## src/rtl/timer_pkg.sv

```systemverilog
// Shared definitions for the memory-mapped reload timer.
package timer_pkg;

   // Word index inside the 16-byte register window (addr[3:2]).
   typedef enum logic [1:0] {
      IDX_TH   = 2'd0,
      IDX_TL   = 2'd1,
      IDX_TCON = 2'd2,
      IDX_OVF  = 2'd3
   } reg_idx_e;

   // TCON bit positions.
   localparam int TCON_EN = 0;
   localparam int TCON_IE = 1;
   localparam int TCON_IS = 2;

   localparam logic [31:0] DEFAULT_ADDR_BASE = 32'h4000_0000;

endpackage : timer_pkg

```

## src/rtl/timer_prescaler.sv

```systemverilog
// Divides clk by PRESCALE while enabled; tick marks the wrap of the divider.
module timer_prescaler #(
   parameter int PRESCALE = 1
) (
   input  logic clk,
   input  logic reset,
   input  logic en,
   input  logic clr,
   output logic tick
);

   localparam logic [15:0] LAST = 16'(PRESCALE - 1);

   logic [15:0] cnt_q, cnt_d;

   // Tick is combinational so the timer registers see it on the wrap edge.
   assign tick = en && (cnt_q == LAST);

   // Next divider value: clear beats count, count only while enabled.
   always_comb begin
      // NOTE: default assigned first so no path leaves cnt_d unassigned (no latch).
      cnt_d = cnt_q;
      if (clr) begin
         cnt_d = '0;
      end else if (en) begin
         cnt_d = tick ? '0 : cnt_q + 16'd1;
      end
   end

   // Divider state register.
   always_ff @(posedge clk or negedge reset) begin
      if (!reset) begin
         cnt_q <= '0;
      end else begin
         // NOTE: non-blocking for all sequential state so every flop samples pre-edge values.
         cnt_q <= cnt_d;
      end
   end

endmodule : timer_prescaler

```

## src/rtl/timer_peripheral.sv

```systemverilog
// 32-bit reload timer with TH/TL/TCON/OVF registers on the data-memory bus.
module timer_peripheral
   import timer_pkg::*;
#(
   parameter logic [31:0] ADDR_BASE = DEFAULT_ADDR_BASE,
   parameter int          PRESCALE  = 1
) (
   input  logic        clk,
   input  logic        reset,
   input  logic        Read,
   input  logic        Write,
   input  logic [31:0] addr,
   input  logic [31:0] wdata,
   output logic [31:0] rdata,
   output logic        interrupt
);

   logic [31:0] th_q, th_d;
   logic [31:0] tl_q, tl_d;
   logic [2:0]  tcon_q, tcon_d;
   logic [7:0]  ovf_q, ovf_d;

   logic     hit, we, tick, ovf_evt;
   reg_idx_e idx;

   assign hit     = (addr[31:4] == ADDR_BASE[31:4]);
   assign we      = Write && hit;
   assign idx     = reg_idx_e'(addr[3:2]);
   assign ovf_evt = tick && (tl_q == 32'hFFFF_FFFF);

   timer_prescaler #(
      .PRESCALE (PRESCALE)
   ) u_prescaler (
      .clk   (clk),
      .reset (reset),
      .en    (tcon_q[TCON_EN]),
      .clr   (we && (idx == IDX_TCON)),
      .tick  (tick)
   );

   // Register next-state: bus writes override timer updates on the same edge.
   always_comb begin
      th_d   = th_q;
      tl_d   = tl_q;
      tcon_d = tcon_q;
      ovf_d  = ovf_q;

      // Any TH/TL write suppresses that cycle's TL increment or reload.
      if (tick && !(we && (idx == IDX_TH || idx == IDX_TL))) begin
         tl_d = ovf_evt ? th_q : tl_q + 32'd1;
      end
      if (ovf_evt) begin
         ovf_d = ovf_q + 8'd1;
         if (tcon_q[TCON_IE]) tcon_d[TCON_IS] = 1'b1;
      end

      if (we) begin
         unique case (idx)
            IDX_TH:   th_d   = wdata;
            IDX_TL:   tl_d   = wdata;
            IDX_TCON: tcon_d = wdata[2:0];
            IDX_OVF:  ;  // read-only
         endcase
      end
   end

   // Timer state registers.
   always_ff @(posedge clk or negedge reset) begin
      if (!reset) begin
         th_q   <= '0;
         tl_q   <= '0;
         tcon_q <= '0;
         ovf_q  <= '0;
      end else begin
         th_q   <= th_d;
         tl_q   <= tl_d;
         tcon_q <= tcon_d;
         ovf_q  <= ovf_d;
      end
   end

   // Combinational read mux; zero when not selected.
   always_comb begin
      rdata = 32'h0;
      if (Read && hit) begin
         unique case (idx)
            IDX_TH:   rdata = th_q;
            IDX_TL:   rdata = tl_q;
            IDX_TCON: rdata = {29'h0, tcon_q};
            IDX_OVF:  rdata = {24'h0, ovf_q};
         endcase
      end
   end

   assign interrupt = tcon_q[TCON_IE] & tcon_q[TCON_IS];

endmodule : timer_peripheral

```

## config.mk

```make
export PLATFORM = sky130hd
export DESIGN_NAME = timer_peripheral
export DESIGN_NICKNAME = d
export VERILOG_FILES = /design/src/rtl/timer_pkg.sv /design/src/rtl/timer_prescaler.sv /design/src/rtl/timer_peripheral.sv
export SDC_FILE = /design/constraint.sdc
export NUM_CORES = 1
export LEC_CHECK = 0
export CAP_MARGIN = 10
export CORE_MARGIN = 4
export CORE_UTILIZATION = 40
export DETAILED_ROUTE_END_ITERATION = 16
export PLACE_DENSITY = 0.73
export RECOVER_POWER = 50
export SLEW_MARGIN = 10
export SYNTH_ARGS = -nofsm -noshare
export SYNTH_HDL_FRONTEND = slang
export SYNTH_SLANG_ARGS = --single-unit
```

## constraint.sdc

```tcl
create_clock -name clk -period 2.25 [get_ports clk]
set_input_delay 0.3375 -clock clk [delete_from_list [all_inputs] [get_ports clk]]
set_output_delay 0.3375 -clock clk [all_outputs]
set_load 0.005 [all_outputs]
```

After elaboration in Yosys (flattened, before gate mapping)
Cells that the tools add are included.
{"block": "op_classes", "n_addsub": 3, "multipliers": 0, "div_mod_pow": 0, "n_lt_le_gt_ge": 0, "n_eq_ne": 5, "shifts": 0, "mux": 13, "n_bitwise": 1, "n_reduce_logical": 14}
{"cell": "$mux W32", "count": 5}
{"cell": "$pmux W32 S4", "count": 1}
{"cell": "$mux W16", "count": 3}
{"cell": "$add A32 B1 Y32 const B", "count": 1}
{"cell": "$eq A32 B32 Y1 const B", "count": 1}
{"cell": "$eq A28 B27 Y1 const B", "count": 1}
{"cell": "$add A16 B1 Y16 const B", "count": 1}
{"cell": "$logic_not A16 Y1", "count": 1}
{"cell": "$add A8 B1 Y8 const B", "count": 1}
{"cell": "$logic_and A1 B1 Y1", "count": 7}
{"cell": "$mux W3", "count": 2}
{"cell": "$eq A2 B2 Y1 const B", "count": 2}
{"cell": "$reduce_and A2 Y1", "count": 2}
{"cell": "$eq A2 B1 Y1 const B", "count": 1}
{"cell": "$logic_not A2 Y1", "count": 1}
{"cell": "$mux W1", "count": 2}
{"cell": "$reduce_bool A2 Y1", "count": 1}
{"cell": "$and A1 B1 Y1", "count": 1}
{"cell": "$logic_not A1 Y1", "count": 1}
{"cell": "$logic_or A1 B1 Y1", "count": 1}
{"block": "word_totals", "register_bits": 91, "latchBits": 0, "ram_bits": 0, "mem_bits_ro": 0, "input_bits": 68, "output_inout_bits": 33, "elab_cells": 42, "memories": 0}

Depth between registers and ports, before layout
Gate-level depths: netlist of run 1.
{"block": "depth", "word_depth": 8, "depth_mapped": 10, "ltp_nobuf": 8}

By module
Synthesis of run 1 repeated with hierarchy kept, for this count alone.
{"block": "hier_totals", "cells_unflattened": 586, "hier_area_um2": 5748.0}
{"module": "timer_peripheral", "instances": 1, "cells_each": 481, "area_each_um2": 4742.0, "seq_area_each_um2": 1876.8}
{"module": "timer_prescaler", "instances": 1, "cells_each": 105, "area_each_um2": 1006.0, "seq_area_each_um2": 400.4}

Worst setup path after synthesis of run 1
OpenSTA, ideal clock, no wires.
{"block": "synth_timing", "path_type": "input -> output", "from": "in addr[14]", "to": "out rdata[11]", "t_arrival_ns": 1.788, "setup_slack_ns": 0.124, "stages": 8, "path_buffers": 2, "cell_sequence": "nor4_2 > nand4_2 > nor2_2 > nand2_1 > or2_1 > buf_2 > buf_6 > nor2_1"}
{"block": "synth_between", "elab_chain_len": 3}
{"item": "start, declared", "line_no": "timer_peripheral.sv:12", "rtl": "input logic [31:0] addr,"}
{"item": "$eq A28 B27 Y1", "line_no": "timer_peripheral.sv:26", "rtl": "assign hit = (addr[31:4] == ADDR_BASE[31:4]);"}
{"item": "$logic_and A1 B1 Y1", "line_no": "timer_peripheral.sv:85", "rtl": "if (Read && hit) begin"}
{"item": "$mux W32", "line_no": "timer_peripheral.sv:85"}
{"item": "end, declared", "line_no": "timer_peripheral.sv:14", "rtl": "output logic [31:0] rdata,"}
Every way passes these cells.

Final worst setup path of run 1
{"block": "layout_timing", "from": "in addr[28]", "to": "out rdata[18]"}
The elaborated chain is that of the path after synthesis.

==> results of run 1 <==
==> cell type report <==
class	count	share of cell area
Multi-Input combinational cell	444	0.436
Sequential cell	91	0.297
Timing Repair Buffer	183	0.196
Clock buffer	11	0.0317
Tap cell	176	0.0287
Clock inverter	5	0.00685
Inverter	7	0.00343
==> metal layers <==
| metal | vias up | global-route usage |
|---|---|---|
| li1 | 2431 | - |
| met1 | 2578 | 0.260 |
| met2 | 183 | 0.351 |
| met3 | 35 | 0.0512 |
| met4 | 0 | 0.0753 |
| met5 | - | 0 |
==> cell usage after synthesis, types with 3 or more instances <==
master                     count
sky130_fd_sc_hd__a211oi_1     12
sky130_fd_sc_hd__a21o_1        3
sky130_fd_sc_hd__a21oi_1      30
sky130_fd_sc_hd__a311oi_1      3
sky130_fd_sc_hd__a31oi_1       9
sky130_fd_sc_hd__and2_1        3
sky130_fd_sc_hd__and3_1       19
sky130_fd_sc_hd__and4_1        5
sky130_fd_sc_hd__buf_2        15
sky130_fd_sc_hd__buf_6         4
sky130_fd_sc_hd__clkbuf_1      9
sky130_fd_sc_hd__dfrtp_1      91
sky130_fd_sc_hd__ha_1          4
sky130_fd_sc_hd__inv_1         7
sky130_fd_sc_hd__mux2_1       30
sky130_fd_sc_hd__mux2_2        4
sky130_fd_sc_hd__mux2i_1      34
sky130_fd_sc_hd__mux4_2        3
sky130_fd_sc_hd__nand2_1      38
sky130_fd_sc_hd__nand3_1      25
sky130_fd_sc_hd__nand4_1      11
sky130_fd_sc_hd__nor2_1       80
sky130_fd_sc_hd__nor2_2        3
sky130_fd_sc_hd__nor3_1        5
sky130_fd_sc_hd__nor3_4        3
sky130_fd_sc_hd__nor3b_1       3
sky130_fd_sc_hd__nor4_1        8
sky130_fd_sc_hd__nor4_2        4
sky130_fd_sc_hd__o211ai_1      5
sky130_fd_sc_hd__o21ai_0      14
sky130_fd_sc_hd__o21ai_1       6
sky130_fd_sc_hd__o221ai_1      3
sky130_fd_sc_hd__o22ai_1       9
sky130_fd_sc_hd__or3_1         3
sky130_fd_sc_hd__xnor2_1      16
sky130_fd_sc_hd__xor2_1       15
==> flip-flops by register name (all words and copies together) (netlist names) <==
register,count
ovf_q,8
tcon_q,3
th_q,32
u_prescaler.cnt_q,16
tl_q,32
==> what timing repair did <==
action	in CTS	in global routing
buffers inserted	6	5
pin swaps	19	26
cloned	3	0
gates resized for setup	227	54
endpoints found under the setup margin	41	55
==> per-stage QoR <==
stage | hold slack (ps) | power (uW) | worst slack (ps) | instances
2_1_floorplan | 41.9 | 1710 | 124 | 572
3_3_place_gp | 365 | 1890 | -808 | 888
3_5_place_dp | 372 | 1900 | -885 | 888
4_1_cts | 4.23 | 3420 | -101 | 913
5_1_grt | 257 | 3490 | -46.1 | 917
6_report | 185 | 3390 | 39.4 | 917
==> final timing paths <==
kind	to	slack, ps	depth (start not counted)	startpoint
max in group asynchronous	tl_q[7]	790	2	reset
hold reg to reg	ovf_q[7]	480	1	ovf_q[7]
min in group clk	ovf_q[7]	480	1	ovf_q[7]
setup reg to reg	tl_q[18]	160	7	tl_q[1]
setup / recovery	rdata[18]	40	10	addr[28]
hold / removal	tl_q[28]	180	1	reset
==> power by group through the flow <==
stage	Sequential (uW)	Clock [uW]	Combinational (uW)
finish	1640	1530	229
floorplan	1670	0	40.0
global placement	1670	0	228
detailed placement	1670	0	232
CTS	1640	1550	234
global route	1630	1610	245
==> worst max-delay path, delay by kind of cell <==
family	cells	cell delay [ps]
buffers and inverters	4	550
AND/OR/NAND/NOR	6	960
==> logic make-up (layout without fill, tap and decap cells) <==
kind of cell / Yosys count / count (layout) / share of synthesized area
adder cells (fa/ha/maj): 4 / 4 / 0.00904
AND/OR/NAND/NOR: 231 / 231 / 0.229
flip-flops: 91 / 91 / 0.411
AO/OA/AOI/OAI: 107 / 107 / 0.124
XOR/XNOR: 31 / 31 / 0.0490
buffers and inverters: 37 / 206 / 0.0346
multiplexers: 71 / 71 / 0.143
==> layout by cell type (no fill, tap or decap), drive strengths merged, types with 13 or more instances in the layout <==
cell type / count
nand2: 40
and3: 19
clkbuf: 22
buf: 126
dfrtp: 91
xor2: 15
nand3: 28
o21ai: 21
xnor2: 16
clkdlybuf4s50: 35
nor2: 83
a21oi: 30
mux2: 34
nand4: 13
mux2i: 34
==> flow_summary.yaml, run 1 <==
power:
  combinational_power_share: 0.067
  netSwitchingFraction: 0.222
  power.leakage_uw: 0.00350
  powerDensity_mw_per_mm2: 443
  seq_power_share: 0.482
  power_frac_clock: 0.451
  vdd_drop_max_mv: 0.322
  power.switching_uw: 753
  internal_power_uw: 2640
clock_network:
  hold_buffers: 0
  tritoncts: "built"
  ctsHtreeMaxLevel: 3
  cts_made_buffers: 9
  clock_sinks: 91
  clkSlewWorstSetupHoldPaths_ps: 70
  clock_latency_at_the_later_pin_of_the_worst_skew_pair_ps: 350
  ctsRootBufferMaster: "sky130_fd_sc_hd__clkbuf_16"
  cts_max_path_buffers: 2
synth:
  yosys.area.top_type: "sky130_fd_sc_hd__dfrtp_1"
  synth-async-reset-ratio: 1.00
  ys_seq_elements: 91
  syn-cell-area_sq_mm: 0.00554
  yosysWarnings: 0
  synth_cells: 572
  netlist-cell-type-count: 66
  synth_enable_flop_cells: 0
  postSynthNetCount: 644
  ys_seq_area_frac: 0.411
  syn_area_per_cell_sq_um: 9.68
  synthTopCellsByArea: "sky130_fd_sc_hd__dfrtp_1 41%, sky130_fd_sc_hd__mux2i_1 6.1%, sky130_fd_sc_hd__mux2_1 6.1%, sky130_fd_sc_hd__nor2_1 5.4%, sky130_fd_sc_hd__a21oi_1 2.7%"
  yosys.area.top_type_share: 0.411
  synth_flop_cell: "sky130_fd_sc_hd__dfrtp_1"
die:
  initial_util: 0.413
  rows: 42
  die_area_sq_mm: 0.0158
  core_area_sq_mm: 0.0134
  die_w_um: 126
  io_pins: 101
  chipHeight_um: 126
cells_and_area:
  drive_gt1_frac: 0.289
  layout.area.seq_sq_mm: 0.00228
  final_core_utilization: 0.572
  antennaDiodeCount: 0
  filler_cell_count: 1160
  post-route-cell-area_sq_mm: 0.00767
  layout-area-overhead-vs-synth_pct: 38.4
  final_net_count: 808
  multiInputGateArea_sq_mm: 0.00334
detailed_routing:
  avgRoutedWirePerCell_um: 18.2
  initialDrtViolationCount: 330
  wirelength_met1_mm: 6.96
  detailroute.wirelength.met3_um: 964
  firstDrtPassIters: 5
  totalWireLength_mm: 16.7
  remaining_drc_errors: 0
  final_antenna_net_count: 0
  dr_wl_met2_mm: 8.28
  top_layer_used: "met4"
  routed-via-count: 5227
  drt-vias-per-instance: 5.70
timing:
  unrepaired_setup_endpoints_after_global_routing: "yes"
  maxClockFrequency_ghz: 0.452
  slew-limit-headroom: 0.291
  timing_hold_violations_final: 0
  fin_tns_setup_ps: 0
  finalClockSkew_ps: 9.65
  maxSlewViolCount: 0
  share_of_the_clock_period_used_by_the_worst_path: 0.982
  timing.final.setup_violations: 0
  timing_worst_slew_pin_value_ps: 1060
  final_period_minus_worst_setup_slack_ps: 2210
worst_hold_path:
  min-delay-path-class: "in -> async"
grt:
  grt_first_pass_wirelength_mm: 26.8
  number_of_antenna_violations_at_the_first_check_in_global_routing: 0
  pin_count_of_the_biggest_net_entering_global_routing: 41
  overall_routing_resource_usage: 0.208
  grt_overflow: 0
  grt_pass1_vias: 5287
setup_path:
  cell_type_of_the_slowest_stage_on_the_worst_timing_path: "sky130_fd_sc_hd__or2_4"
  path_max_fanout: 6
  required_time_worst_endpoint_ps: 1910
  worst_path_largest_cell_delay_ps: 310
  cp_cell_sequence: "buf_6 > nor4_4 > buf_4 > nand3_4 > nor2_4 > nand2_2 > or2_4 > buf_12 > nor2_1 > buf_2"
  timing.critical_path.from_type: "input port"
  criticalPathCategory: "in -> out"
  timing.critical_path.to_type: "output pin"
  worst-endpoint-arrival_ps: 1870
placed_design:
  detailed_place.area_sq_mm: 0.00718
  gp_congestion: 0.854
  io_buffers: 98
  place_hpwl_mm: 11.6
outcome:
  outcome: "completed"
job:
  max_cap_violations: 0
Note: power is estimated with default switching activity, not from simulation.
==> run 2: changes to the inputs <==
==> constraint.sdc (replaced) <==
create_clock -name clk -period 2.3 [get_ports clk]
set_input_delay 0.345 -clock clk [delete_from_list [all_inputs] [get_ports clk]]
set_output_delay 0.345 -clock clk [all_outputs]
set_load 0.005 [all_outputs]
==> flow_summary.yaml, run 2 (synthesis results as in run 1) <==
setup_path:
  required_time_worst_endpoint_ps: 1960
  timing.critical_path.to_type: "output pin"
  criticalPathCategory: "in -> out"
  critical_path.n_buffers_inverters: 5
  cell_type_of_the_slowest_stage_on_the_worst_timing_path: "sky130_fd_sc_hd__nor4_4"
  timing.critical_path.from_type: "input port"
  cp_cell_sequence: "buf_6 > nor4_4 > buf_4 > nand3_4 > nor2_4 > nand2_2 > or2_4 > buf_4 > buf_12 > nor2_4 > buf_2"
  worst_path_largest_cell_delay_ps: 300
  worst-endpoint-arrival_ps: 2000
  critPathTopFamily: "simple AND/OR/NAND/NOR gates"
  path_max_fanout: 6
placed_design:
  gp_congestion: 0.847
  placement.setup.worst_slack_ps: -843
  detailed_place.area_sq_mm: 0.00711
  place_hpwl_mm: 11.5
  io_buffers: 98
die:
  rows: 42
  chipHeight_um: 126
  initial_util: 0.413
  core_area_sq_mm: 0.0134
  die_area_sq_mm: 0.0158
  io_pins: 101
  die_w_um: 126
cells_and_area:
  final_cell_mix: "91 x sky130_fd_sc_hd__dfrtp_1, 66 x sky130_fd_sc_hd__buf_4, 61 x sky130_fd_sc_hd__nor2_1"
  leading_cell_type_in_the_layout_fill_and_taps_excluded: "sky130_fd_sc_hd__dfrtp_1"
  antennaDiodeCount: 0
  layout-area-overhead-vs-synth_pct: 36.2
  final_net_count: 799
  reg.largest.list: "th_q x32, tl_q x32, u_prescaler.cnt_q x16"
  post-route-cell-area_sq_mm: 0.00754
  drive_gt1_frac: 0.265
timing:
  fin_tns_setup_ps: -330
  maxSlewViolCount: 0
  share_of_the_clock_period_used_by_the_worst_path: 1.02
  timing_worst_slew_pin_value_ps: 1180
  unrepaired_setup_endpoints_after_global_routing: "yes"
  maxClockFrequency_ghz: 0.427
  finalClockSkew_ps: 7.60
  slew-limit-headroom: 0.213
  worst_hold_slack_ps: 478
  timing.final.setup_violations: 12
  final_period_minus_worst_setup_slack_ps: 2340
  setup_slack_ps: -43.4
  timing_hold_violations_final: 0
grt:
  grt_first_pass_wirelength_mm: 27.2
  overall_routing_resource_usage: 0.211
  number_of_antenna_violations_at_the_first_check_in_global_routing: 0
  pin_count_of_the_biggest_net_entering_global_routing: 52
  grt_pass1_vias: 5245
  grt_overflow: 0
clock_network:
  clock_sinks: 91
  clock_latency_at_the_later_pin_of_the_worst_skew_pair_ps: 350
  clkSlewWorstSetupHoldPaths_ps: 60
  ctsHtreeMaxLevel: 3
  cts_max_path_buffers: 2
  ctsRootBufferMaster: "sky130_fd_sc_hd__clkbuf_16"
  cts_made_buffers: 9
  tritoncts: "built"
worst_hold_path:
  min-delay-path-class: "reg -> reg"
detailed_routing:
  remaining_drc_errors: 0
  drt-vias-per-instance: 5.72
  routed-via-count: 5193
  avgRoutedWirePerCell_um: 18.3
  totalWireLength_mm: 16.6
  initialDrtViolationCount: 480
  final_antenna_net_count: 0
  firstDrtPassIters: 7
power:
  vdd_drop_max_mv: 0.291
  powerDensity_mw_per_mm2: 463
  power.leakage_uw: 0.00348
  p_total_uw: 3490
job:
  max_cap_violations: 0
outcome:
  violations: "negative setup slack"
  outcome: "finished with violations"
[run 2: changes by cell type in the layout (fill, tap and decap cells not counted), sizes merged, moves of 2 or more]
cell,previous run,this run
buf,126,115
dlygate4sd2,3,12
clkbuf,22,18
clkdlybuf4s15,7,4
clkinv,3,1
[run 2: worst paths after layout]
path	start	endpoint	slack, ps	depth (start not counted)
setup / recovery	addr[28]	rdata[30]	-40	11
hold / removal	ovf_q[7]	ovf_q[7]	480	1
setup reg to reg	u_prescaler.cnt_q[2]	tl_q[1]	60	7
hold reg to reg	ovf_q[7]	ovf_q[7]	480	1
max in group asynchronous	reset	ovf_q[7]	270	3
min in group asynchronous	reset	tl_q[22]	750	2
[run 2: power by group]
part,internal (uW),total [uW],switching [uW]
Combinational,111,215,104
Sequential,1600,1600,0.0000947
Clock,1040,1680,633
Total,2760,3490,737
[run 2: layout make-up]
class                   instances  area [sq um]
clock buffers                  13           270
clock inverters                 3          68.8
fillers                      1177          5860
inverters                       7          26.3
multi-input cells             444          3260
flip-flops and latches         91          2280
well taps                     176           220
repair buffers                174          1420
[run 2: worst register-to-register path, delay by kind of cell (launching register included)]
family | cells | cell delay [ps]
simple gates | 4 | 1120
compound gates | 2 | 390
flops | 1 | 440
buf+inv | 1 | 170
[run 2: what timing repair did]
item	4_1_cts	5_1_grt
hold buffers	1	0
buffers inserted	3	8
cloned	3	0
endpoints found under the setup margin	39	41
pin swaps	17	6
hold endpoints to repair	19	0
gates resized for setup	214	25
[run 2: per-layer routing]
layer	share of wire	vias to the layer above	GRT usage
met5	0	-	0
met3	0.075	38	0.0521
met4	0.025	0	0.0714
met2	0.49	215	0.355
li1	-	2405	-
met1	0.41	2535	0.267
[run 2: through the flow]
stage               utilization  cells
floorplan                     -    572
global placement          0.531    880
detailed placement        0.531    880
CTS                       0.561    903
global route              0.563    908
finish                    0.563    908
